<file path="config.mk">
export PLATFORM = sky130hd
export DESIGN_NAME = data_ram_arbiter_flat
export DESIGN_NICKNAME = d
export VERILOG_FILES = /design/src/rtl/data_ram_arbiter_pkg.sv /design/src/rtl/data_ram_arbiter_if.sv /design/src/rtl/data_ram_arb_mux.sv /design/src/rtl/data_ram_arbiter.sv /design/src/flat_wrapper.sv
export SDC_FILE = /design/constraint.sdc
export NUM_CORES = 1
export LEC_CHECK = 0
export CORE_AREA = 2 2 122 124
export DETAILED_ROUTE_END_ITERATION = 10
export DIE_AREA = 0 0 124 126
export REMOVE_ABC_BUFFERS = 1
export SETUP_SLACK_MARGIN = 0.2
export SYNTH_ARGS = -nofsm -noshare
export SYNTH_HDL_FRONTEND = slang
export SYNTH_SLANG_ARGS = --single-unit
</file>
<file path="constraint.sdc">
create_clock -name clk -period 2 [get_ports clk]
set_clock_uncertainty 0.05 [all_clocks]
set_input_delay 0.4 -clock clk [delete_from_list [all_inputs] [get_ports clk]]
set_output_delay 0.4 -clock clk [all_outputs]
set_load 0.1 [all_outputs]
</file>
<file path="src/rtl/data_ram_arbiter_pkg.sv">
// data_ram_arbiter_pkg: shared grant encoding, bus width and burst default
// for the two-master data RAM arbiter.
package data_ram_arbiter_pkg;
    localparam int REG_BUS = 32;
    localparam int ARB_MAX_BURST_DEF = 4;
    typedef enum logic {BUS_M0 = 1'b0, BUS_M1 = 1'b1} grant_e;
    function automatic grant_e other_of(input grant_e g);
        return (g == BUS_M0) ? BUS_M1 : BUS_M0;
    endfunction
endpackage

</file>
<file path="src/rtl/data_ram_arbiter_if.sv">
// data_ram_arbiter_if: one master's request/ack bus into the data RAM arbiter.
interface data_ram_arbiter_if;
    import data_ram_arbiter_pkg::*;
    logic               req;
    logic               we;
    logic [REG_BUS-1:0] addr;
    logic [3:0]         sel;
    logic [REG_BUS-1:0] wdata;
    logic [REG_BUS-1:0] rdata;
    logic               ack;
    modport master (output req, we, addr, sel, wdata, input rdata, ack);
    modport slave (input req, we, addr, sel, wdata, output rdata, ack);
endinterface

</file>
<file path="src/rtl/data_ram_arb_mux.sv">
// data_ram_arb_mux: combinational command mux onto the RAM plus ack steering,
// selected by the grant register; i_en low blocks every access.
module data_ram_arb_mux
    import data_ram_arbiter_pkg::*;
(
    input  logic               i_en,
    input  grant_e             i_grant,
    data_ram_arbiter_if.slave  m0,
    data_ram_arbiter_if.slave  m1,
    output logic               o_ram_ce,
    output logic               o_ram_we,
    output logic [REG_BUS-1:0] o_ram_addr,
    output logic [3:0]         o_ram_sel,
    output logic [REG_BUS-1:0] o_ram_wdata,
    input  logic [REG_BUS-1:0] i_ram_rdata
);
    logic w_sel1;
    logic w_acc;
    assign w_sel1      = (i_grant == BUS_M1);
    assign w_acc       = i_en && (w_sel1 ? m1.req : m0.req);
    assign o_ram_ce    = w_acc;
    assign o_ram_we    = w_acc && (w_sel1 ? m1.we : m0.we);
    assign o_ram_addr  = w_sel1 ? m1.addr : m0.addr;
    assign o_ram_sel   = w_sel1 ? m1.sel : m0.sel;
    assign o_ram_wdata = w_sel1 ? m1.wdata : m0.wdata;
    assign m0.ack      = w_acc && !w_sel1;
    assign m1.ack      = w_acc && w_sel1;
    assign m0.rdata    = i_ram_rdata;
    assign m1.rdata    = i_ram_rdata;
endmodule

</file>
<file path="src/rtl/data_ram_arbiter.sv">
// data_ram_arbiter: parked-grant, burst-limited arbiter sharing data_ram between two masters.
// Define DATA_RAM_ARB_M0_PRIO_EN to make master 0 non-preemptible and preempt master 1.
module data_ram_arbiter
    import data_ram_arbiter_pkg::*;
#(
    parameter int MAX_BURST = ARB_MAX_BURST_DEF,
    parameter int CNT_W     = 4
)(
    input  logic               clk,
    input  logic               rst,
    data_ram_arbiter_if.slave  m0,
    data_ram_arbiter_if.slave  m1,
    output logic               ram_ce,
    output logic               ram_we,
    output logic [REG_BUS-1:0] ram_addr,
    output logic [3:0]         ram_sel,
    output logic [REG_BUS-1:0] ram_data_o,
    input  logic [REG_BUS-1:0] ram_data_i,
    output logic               grant_o
);
    grant_e           r_grant;
    grant_e           w_grant_nxt;
    logic [CNT_W-1:0] r_cnt;
    logic [CNT_W-1:0] w_cnt_inc;
    logic [CNT_W-1:0] w_cnt_nxt;
    logic             w_own_req;
    logic             w_oth_req;
    logic             w_switch;

    data_ram_arb_mux u_mux (
        .i_en        (rst),
        .i_grant     (r_grant),
        .m0          (m0),
        .m1          (m1),
        .o_ram_ce    (ram_ce),
        .o_ram_we    (ram_we),
        .o_ram_addr  (ram_addr),
        .o_ram_sel   (ram_sel),
        .o_ram_wdata (ram_data_o),
        .i_ram_rdata (ram_data_i)
    );

    always_ff @(posedge clk) begin
        if (!rst) begin
            r_grant <= BUS_M0;
            r_cnt   <= '0;
        end else begin
            r_grant <= w_grant_nxt;
            r_cnt   <= w_cnt_nxt;
        end
    end

    // An owner request is always acked, so it doubles as the ack count increment.
    always_comb begin
        w_own_req   = (r_grant == BUS_M1) ? m1.req : m0.req;
        w_oth_req   = (r_grant == BUS_M1) ? m0.req : m1.req;
        w_cnt_inc   = r_cnt + CNT_W'(w_own_req);
`ifdef DATA_RAM_ARB_M0_PRIO_EN
        w_switch    = (r_grant == BUS_M1) ? m0.req : (m1.req && !m0.req);
`else
        w_switch    = w_oth_req && (!w_own_req || w_cnt_inc >= CNT_W'(MAX_BURST));
`endif
        w_grant_nxt = w_switch ? other_of(r_grant) : r_grant;
        w_cnt_nxt   = (w_switch || !w_oth_req) ? '0 : w_cnt_inc;
    end

    assign grant_o = r_grant;
endmodule
</file>
<file path="src/flat_wrapper.sv">
// flat-port wrapper written by rule: the top's interface ports become plain ports
module data_ram_arbiter_flat import data_ram_arbiter_pkg::*;
#(
    parameter int MAX_BURST = ARB_MAX_BURST_DEF,
    parameter int CNT_W     = 4
)
  (clk, rst, ram_ce, ram_we, ram_addr, ram_sel, ram_data_o, ram_data_i, grant_o, m0_req, m0_we, m0_addr, m0_sel, m0_wdata, m0_rdata, m0_ack, m1_req, m1_we, m1_addr, m1_sel, m1_wdata, m1_rdata, m1_ack);
  data_ram_arbiter_if m0_i ();
  data_ram_arbiter_if m1_i ();
  input  logic clk;
  input  logic rst;
  output logic ram_ce;
  output logic ram_we;
  output logic [REG_BUS-1:0] ram_addr;
  output logic [3:0] ram_sel;
  output logic [REG_BUS-1:0] ram_data_o;
  input  logic [REG_BUS-1:0] ram_data_i;
  output logic grant_o;
  input wire logic [$bits(m0_i.req)-1:0] m0_req;
  input wire logic [$bits(m0_i.we)-1:0] m0_we;
  input wire logic [$bits(m0_i.addr)-1:0] m0_addr;
  input wire logic [$bits(m0_i.sel)-1:0] m0_sel;
  input wire logic [$bits(m0_i.wdata)-1:0] m0_wdata;
  output wire logic [$bits(m0_i.rdata)-1:0] m0_rdata;
  output wire logic [$bits(m0_i.ack)-1:0] m0_ack;
  input wire logic [$bits(m1_i.req)-1:0] m1_req;
  input wire logic [$bits(m1_i.we)-1:0] m1_we;
  input wire logic [$bits(m1_i.addr)-1:0] m1_addr;
  input wire logic [$bits(m1_i.sel)-1:0] m1_sel;
  input wire logic [$bits(m1_i.wdata)-1:0] m1_wdata;
  output wire logic [$bits(m1_i.rdata)-1:0] m1_rdata;
  output wire logic [$bits(m1_i.ack)-1:0] m1_ack;
  assign m0_i.req = m0_req;
  assign m0_i.we = m0_we;
  assign m0_i.addr = m0_addr;
  assign m0_i.sel = m0_sel;
  assign m0_i.wdata = m0_wdata;
  assign m0_rdata = m0_i.rdata;
  assign m0_ack = m0_i.ack;
  assign m1_i.req = m1_req;
  assign m1_i.we = m1_we;
  assign m1_i.addr = m1_addr;
  assign m1_i.sel = m1_sel;
  assign m1_i.wdata = m1_wdata;
  assign m1_rdata = m1_i.rdata;
  assign m1_ack = m1_i.ack;
  data_ram_arbiter #(.MAX_BURST(MAX_BURST), .CNT_W(CNT_W)) u_core (.clk(clk), .rst(rst), .m0(m0_i), .m1(m1_i), .ram_ce(ram_ce), .ram_we(ram_we), .ram_addr(ram_addr), .ram_sel(ram_sel), .ram_data_o(ram_data_o), .ram_data_i(ram_data_i), .grant_o(grant_o));
endmodule
</file>
# ---- Word level (Yosys, flattened, before mapping)
# Cells that the tools add are included.
# W data, S select, Z words.
dict set report word_totals {
  reg_bits 5
  inputBits 174
  output_inout_bits 137
}
dict set report op_classes {
  addsub 1
  n_lt_le_gt_ge 1
  mux 7
  n_bitwise 1
  reduce_logical 11
}
# op count
set ops {}
lappend ops {{$mux W32} 2}
lappend ops {{$logic_and A1 B1 Y1} 5}
lappend ops {{$add A4 B1 Y4} 1}
lappend ops {{$ge A4 B3 Y1 const B} 1}
lappend ops {{$mux W1} 4}
lappend ops {{$mux W4} 1}
lappend ops {{$logic_not A1 Y1} 3}
lappend ops {{$logic_or A1 B1 Y1} 2}
lappend ops {{$reduce_or A2 Y1} 1}
lappend ops {{$not A1 Y1} 1}

# ---- Longest topological paths before layout
dict set report depth {
  word_depth 7
  mapped_depth 8
  ltp_nobuf 7
}

# ---- Cells and area by module
# Synthesis repeated with hierarchy kept, for this count alone.
dict set report hier_totals {
  cells_unflattened 177
  hier_area_um2 1956.9
}
# module n_inst cells_each area_each_um2
set by_module_without_submodules {}
lappend by_module_without_submodules {data_ram_arb_mux 1 149 1707.9}
lappend by_module_without_submodules {data_ram_arbiter 1 28 249.0}

# ---- Least setup slack after synthesis
# Ideal clock, no wire load.
dict set report synth_timing {
  path_type {register to output}
  startpoint {reg u_core.r_grant (netlist: u_core.grant_o)}
  endpoint {out ram_we}
  t_arrival_ps 3110
  setup_slack_ps -1560
  path_stages_with_launch 5
  path_buffers 2
  path_cell_list {dfxtp_1 buf_6 buf_2 and3_1 a22o_1}
}
dict set report synth_via {
  elab_chain_cells 3
}
# element line_no
set synth_rtl {}
lappend synth_rtl {{from (decl)} data_ram_arbiter.sv:21} ;# grant_e r_grant;
lappend synth_rtl {{from (signal assigned)} data_ram_arbiter.sv:48} ;# r_grant <= w_grant_nxt;
lappend synth_rtl {{$mux W1} data_ram_arb_mux.sv:20} ;# assign w_acc = i_en && (w_sel1 ? m1.req : m0.req);
lappend synth_rtl {{$logic_and A1 B1 Y1} data_ram_arb_mux.sv:20}
lappend synth_rtl {{$logic_and A1 B1 Y1 *} data_ram_arb_mux.sv:22} ;# assign o_ram_we = w_acc && (w_sel1 ? m1.we : m0.we);
lappend synth_rtl {{to (decl)} flat_wrapper.sv:13} ;# output logic ram_we;
# Every way passes the cells marked *; elsewhere a longest branch is shown, timed or not.

# ---- Final worst setup path
dict set report layout_timing {
  startpoint {reg u_core.r_grant (netlist: u_core.grant_o)}
  endpoint {out ram_ce}
}
dict set report layout_via {
  elab_chain_cells 2
}
# element line_no
set layout_rtl {}
lappend layout_rtl {{$mux W1} data_ram_arb_mux.sv:20}
lappend layout_rtl {{$logic_and A1 B1 Y1} data_ram_arb_mux.sv:20}
lappend layout_rtl {{to (decl)} flat_wrapper.sv:12} ;# output logic ram_ce;
# No other way between the ends.

==> PnR_summary.wiki <==
{| class="wikitable"
! Metric !! Value
|-
| Outcome || complete, no violations
|-
| Num rows || 44
|-
| Final cell area excluding filler cells || 0.00454 sq mm
|-
| Clock latency on the worst-skew pair || 230 ps
|-
| Post-route worst setup slack || 77.8 ps
|-
| Number of synthesized register bits || 5
|-
| DR DRC count || 0
|-
| Hold buffer count at cts || 0
|-
| First-pass iteration count of the detailed router || 4
|-
| RSZ-0062 raised after global routing || true
|-
| Cell chosen for the clock root || clkbuf_16
|-
| Max Cap Violations || 0
|-
| Clock period minus worst slack || 1920 ps
|-
| Clock Pin Slew Worst Setup and Hold Paths || 30 ps
|-
| Source of the critical timing path || u_core.grant_o
|-
| Pleak || 1.82 nW
|-
| Period utilisation layout || 96.1%
|-
| ANT nets after route || 0
|-
| Detail-routed via count per cell || 3.73
|-
| Layout Nets || 503
|-
| Number of vias in the routed layout || 1,900
|-
| Crit path to || ram_ce
|-
| Netlist area before placement || 0.00156 sq mm
|-
| Per-cell routed wire length || 21.1 um
|-
| Met2 Routed Length || 4.87 mm
|-
| Setup Crit Path Kind || reg -> out
|-
| Final setup viols || 0
|-
| Highest Clock Rate || 520 MHz
|-
| Pwr Density || 630 mW/mm^2
|-
| Last weighted congestion value of the routability-driven placer || 0.865
|-
| Fill cell total of the finished layout || 1,456
|-
| Remaining global-route overflow || 0
|-
| Worst path required time || 1550 ps
|-
| Highest ir drop seen on vdd || 0.269 mV
|-
| Total negative setup slack || 0 ps
|-
| Area overhead of the layout relative to synthesis || 191%
|-
| Number of DRC violations after detailed-routing iteration 0 || 47
|-
| Placed wire-length estimate || 9.28 mm
|-
| Clock Sink Count || 5
|-
| Avg Inst Size Synth || 9.33 sq um
|-
| Cell Area, Placed || 0.00421 sq mm
|-
| Met3 WL post-DR || 2.52 mm
|-
| Share of cells above drive strength 1 || 52.1%
|-
| Number of buffers added on ports || 214
|-
| Largest net degree at the start of global routing || 33
|-
| Number of buffers on the longest clock path || 2
|-
| Worst slack at placement || -287 ps
|-
| Count of boundary I/O pins || 311
|-
| Wire length of the first global-routing pass || 14.7 mm
|-
| Die height || 126 um
|-
| Kind of end point of the critical path || output port
|-
| Setup slack, reg-to-reg || 190 ps
|-
| Synthesized instance count || 167
|-
| DP Cell Count || 500
|-
| Launching element type of the critical path || register
|-
| Total number of yosys warnings || 0
|-
| RR Startpoint || u_core.grant_o
|-
| Maximum level of the CTS H-tree || 1
|-
| Number of antenna violations at the first check in global routing || 0
|-
| Total count of hold-check failures in the final report || 0
|-
| GRT Total Usage || 13.1%
|-
| Die Outline Area || 0.0156 sq mm
|-
| Number of CTS-inserted buffers || 3
|-
| Worst reg2reg endpoint || u_core.grant_o
|-
| Reg2reg path depth || 6
|-
| Maximum fanout along the worst path || 21
|-
| Diode insertion count for antenna repair || 0
|-
| Non-filler instance count after layout || 510
|-
| Post-synthesis cell type count || 19
|-
| Die width || 124 um
|-
| Routed metal-1 wirelength || 3.26 mm
|-
| Total Wirelength || 10.8 mm
|-
| CTS tree || built
|-
| Initial core utilization || 10.9%
|-
| Proportion of synthesized chip area in sequential cells || 6.43%
|-
| Uppermost layer routed || met5
|-
| Share of the core filled with cells in the final layout || 31.7%
|-
| Worst min path class || reg -> reg
|-
| Std-Cell Core Area || 0.0143 sq mm
|-
| Count of final max-slew check failures || 0
|-
| Crit path DAT || 1470 ps
|-
| Via count of the first global-routing pass || 2,253
|}
cell usage in the layout, fill, tap and decap left out, types with 2 or more instances in the layout:
cell type	netlist	final
buf_4	64	6
clkdlybuf4s50_1	0	138
mux2_4	1	19
buf_12	0	75
ha_4	0	2
clkbuf_16	0	4
buf_16	0	2
conb_1	1	2
dlygate4sd2_1	0	3
mux2_2	69	51
and2_1	3	2
dfxtp_1	5	4
and3_4	0	2
a21oi_2	0	2
nand2_1	3	3
Yosys cell counts, drive strengths merged:
| master | instances | area (sq um) |
|---|---|---|
| o2111ai | 1 | 15.0 |
| a31oi | 1 | 6.26 |
| and3 | 2 | 12.5 |
| nor2b | 1 | 6.26 |
| a21oi | 2 | 10.0 |
| a41o | 1 | 10.0 |
| or2 | 1 | 6.26 |
| dfxtp | 5 | 100 |
| conb | 1 | 3.75 |
| buf | 72 | 527 |
| ha | 2 | 25.0 |
| nand2 | 3 | 11.3 |
| a22o | 1 | 8.76 |
| nor3 | 1 | 5.00 |
| mux2 | 70 | 792 |
| and2 | 3 | 18.8 |
routing by layer:
metal / track usage (%) / vias to the layer above
met2: 20.7 / 194
met3: 13.9 / 6
met5: 4.28 / -
met1: 11.6 / 862
li1: - / 836
met4: 1.39 / 2
critical path, cell delays in order, from the launching register on:
cell     delay (ps)
dfxtp_4         410
buf_16          190
nor2b_4          60
and2_4          160
or2_4           250
buf_12          170
power breakdown:
group	switching [mW]	internal, mW	total (mW)	leakage, nW
Combinational	1.39	1.02	2.41	1.74
Sequential	0.00991	0.105	0.115	0.0419
Clock	0.0665	0.264	0.331	0.0382
Total	1.47	1.39	2.86	1.82
logic make-up after synthesis:
kind of cell             Yosys count  synth area share [%]
adder cells (fa/ha/maj)            2                  1.61
AND/OR/NAND/NOR                   11                  3.86
buffers and inverters             72                  33.8
AO/OA/AOI/OAI                      6                  3.21
multiplexers                      70                  50.8
other                              1                 0.241
flip-flops                         5                  6.43
worst min-delay path by stage:
| stage | start | slack, ps | endpoint | cells after the start |
|---|---|---|---|---|
| 6_report | u_core.r_cnt[0] | 560 | u_core.r_cnt[0] | 2 |
| 5_1_grt | u_core.r_cnt[0] | 590 | u_core.r_cnt[0] | 2 |
| 4_1_cts | u_core.r_cnt[0] | 570 | u_core.r_cnt[0] | 2 |
| 3_5_place_dp | u_core.r_cnt[0] | 500 | u_core.r_cnt[0] | 2 |
| 3_3_place_gp | u_core.r_cnt[0] | 490 | u_core.r_cnt[0] | 2 |
| 2_1_floorplan | u_core.r_cnt[0] | 480 | u_core.r_cnt[0] | 2 |
metrics by stage:
step           hold slack [ps]  total power, mW
2_1_floorplan              478             1.43
3_3_place_gp               489             2.43
3_5_place_dp               502             2.45
4_1_cts                    566             2.83
5_1_grt                    585             2.95
6_report                   563             2.86
flip-flops by register name, summed over array words and instances (netlist names):
| name | cells |
|---|---|
| u_core.grant_o | 1 |
| u_core.r_cnt | 4 |
timing repair:
item / CTS / global route
gates cloned: 1 / 2
endpoints found under the setup margin: 75 / 75
buffers inserted: 1 / 2
gates resized for setup: 16 / 22
pin swaps: 4 / 6
area by class of cell:
| type | count | area, sq um | share of cell area [%] |
|---|---|---|---|
| timing repair buffer | 226 | 3050 | 67.2 |
| multi-input combinational | 91 | 1070 | 23.7 |
| tap | 184 | 230 | 5.08 |
| sequential | 5 | 104 | 2.29 |
| clock buffer | 4 | 78.8 | 1.74 |
Note: power is estimated with default switching activity, not from simulation.
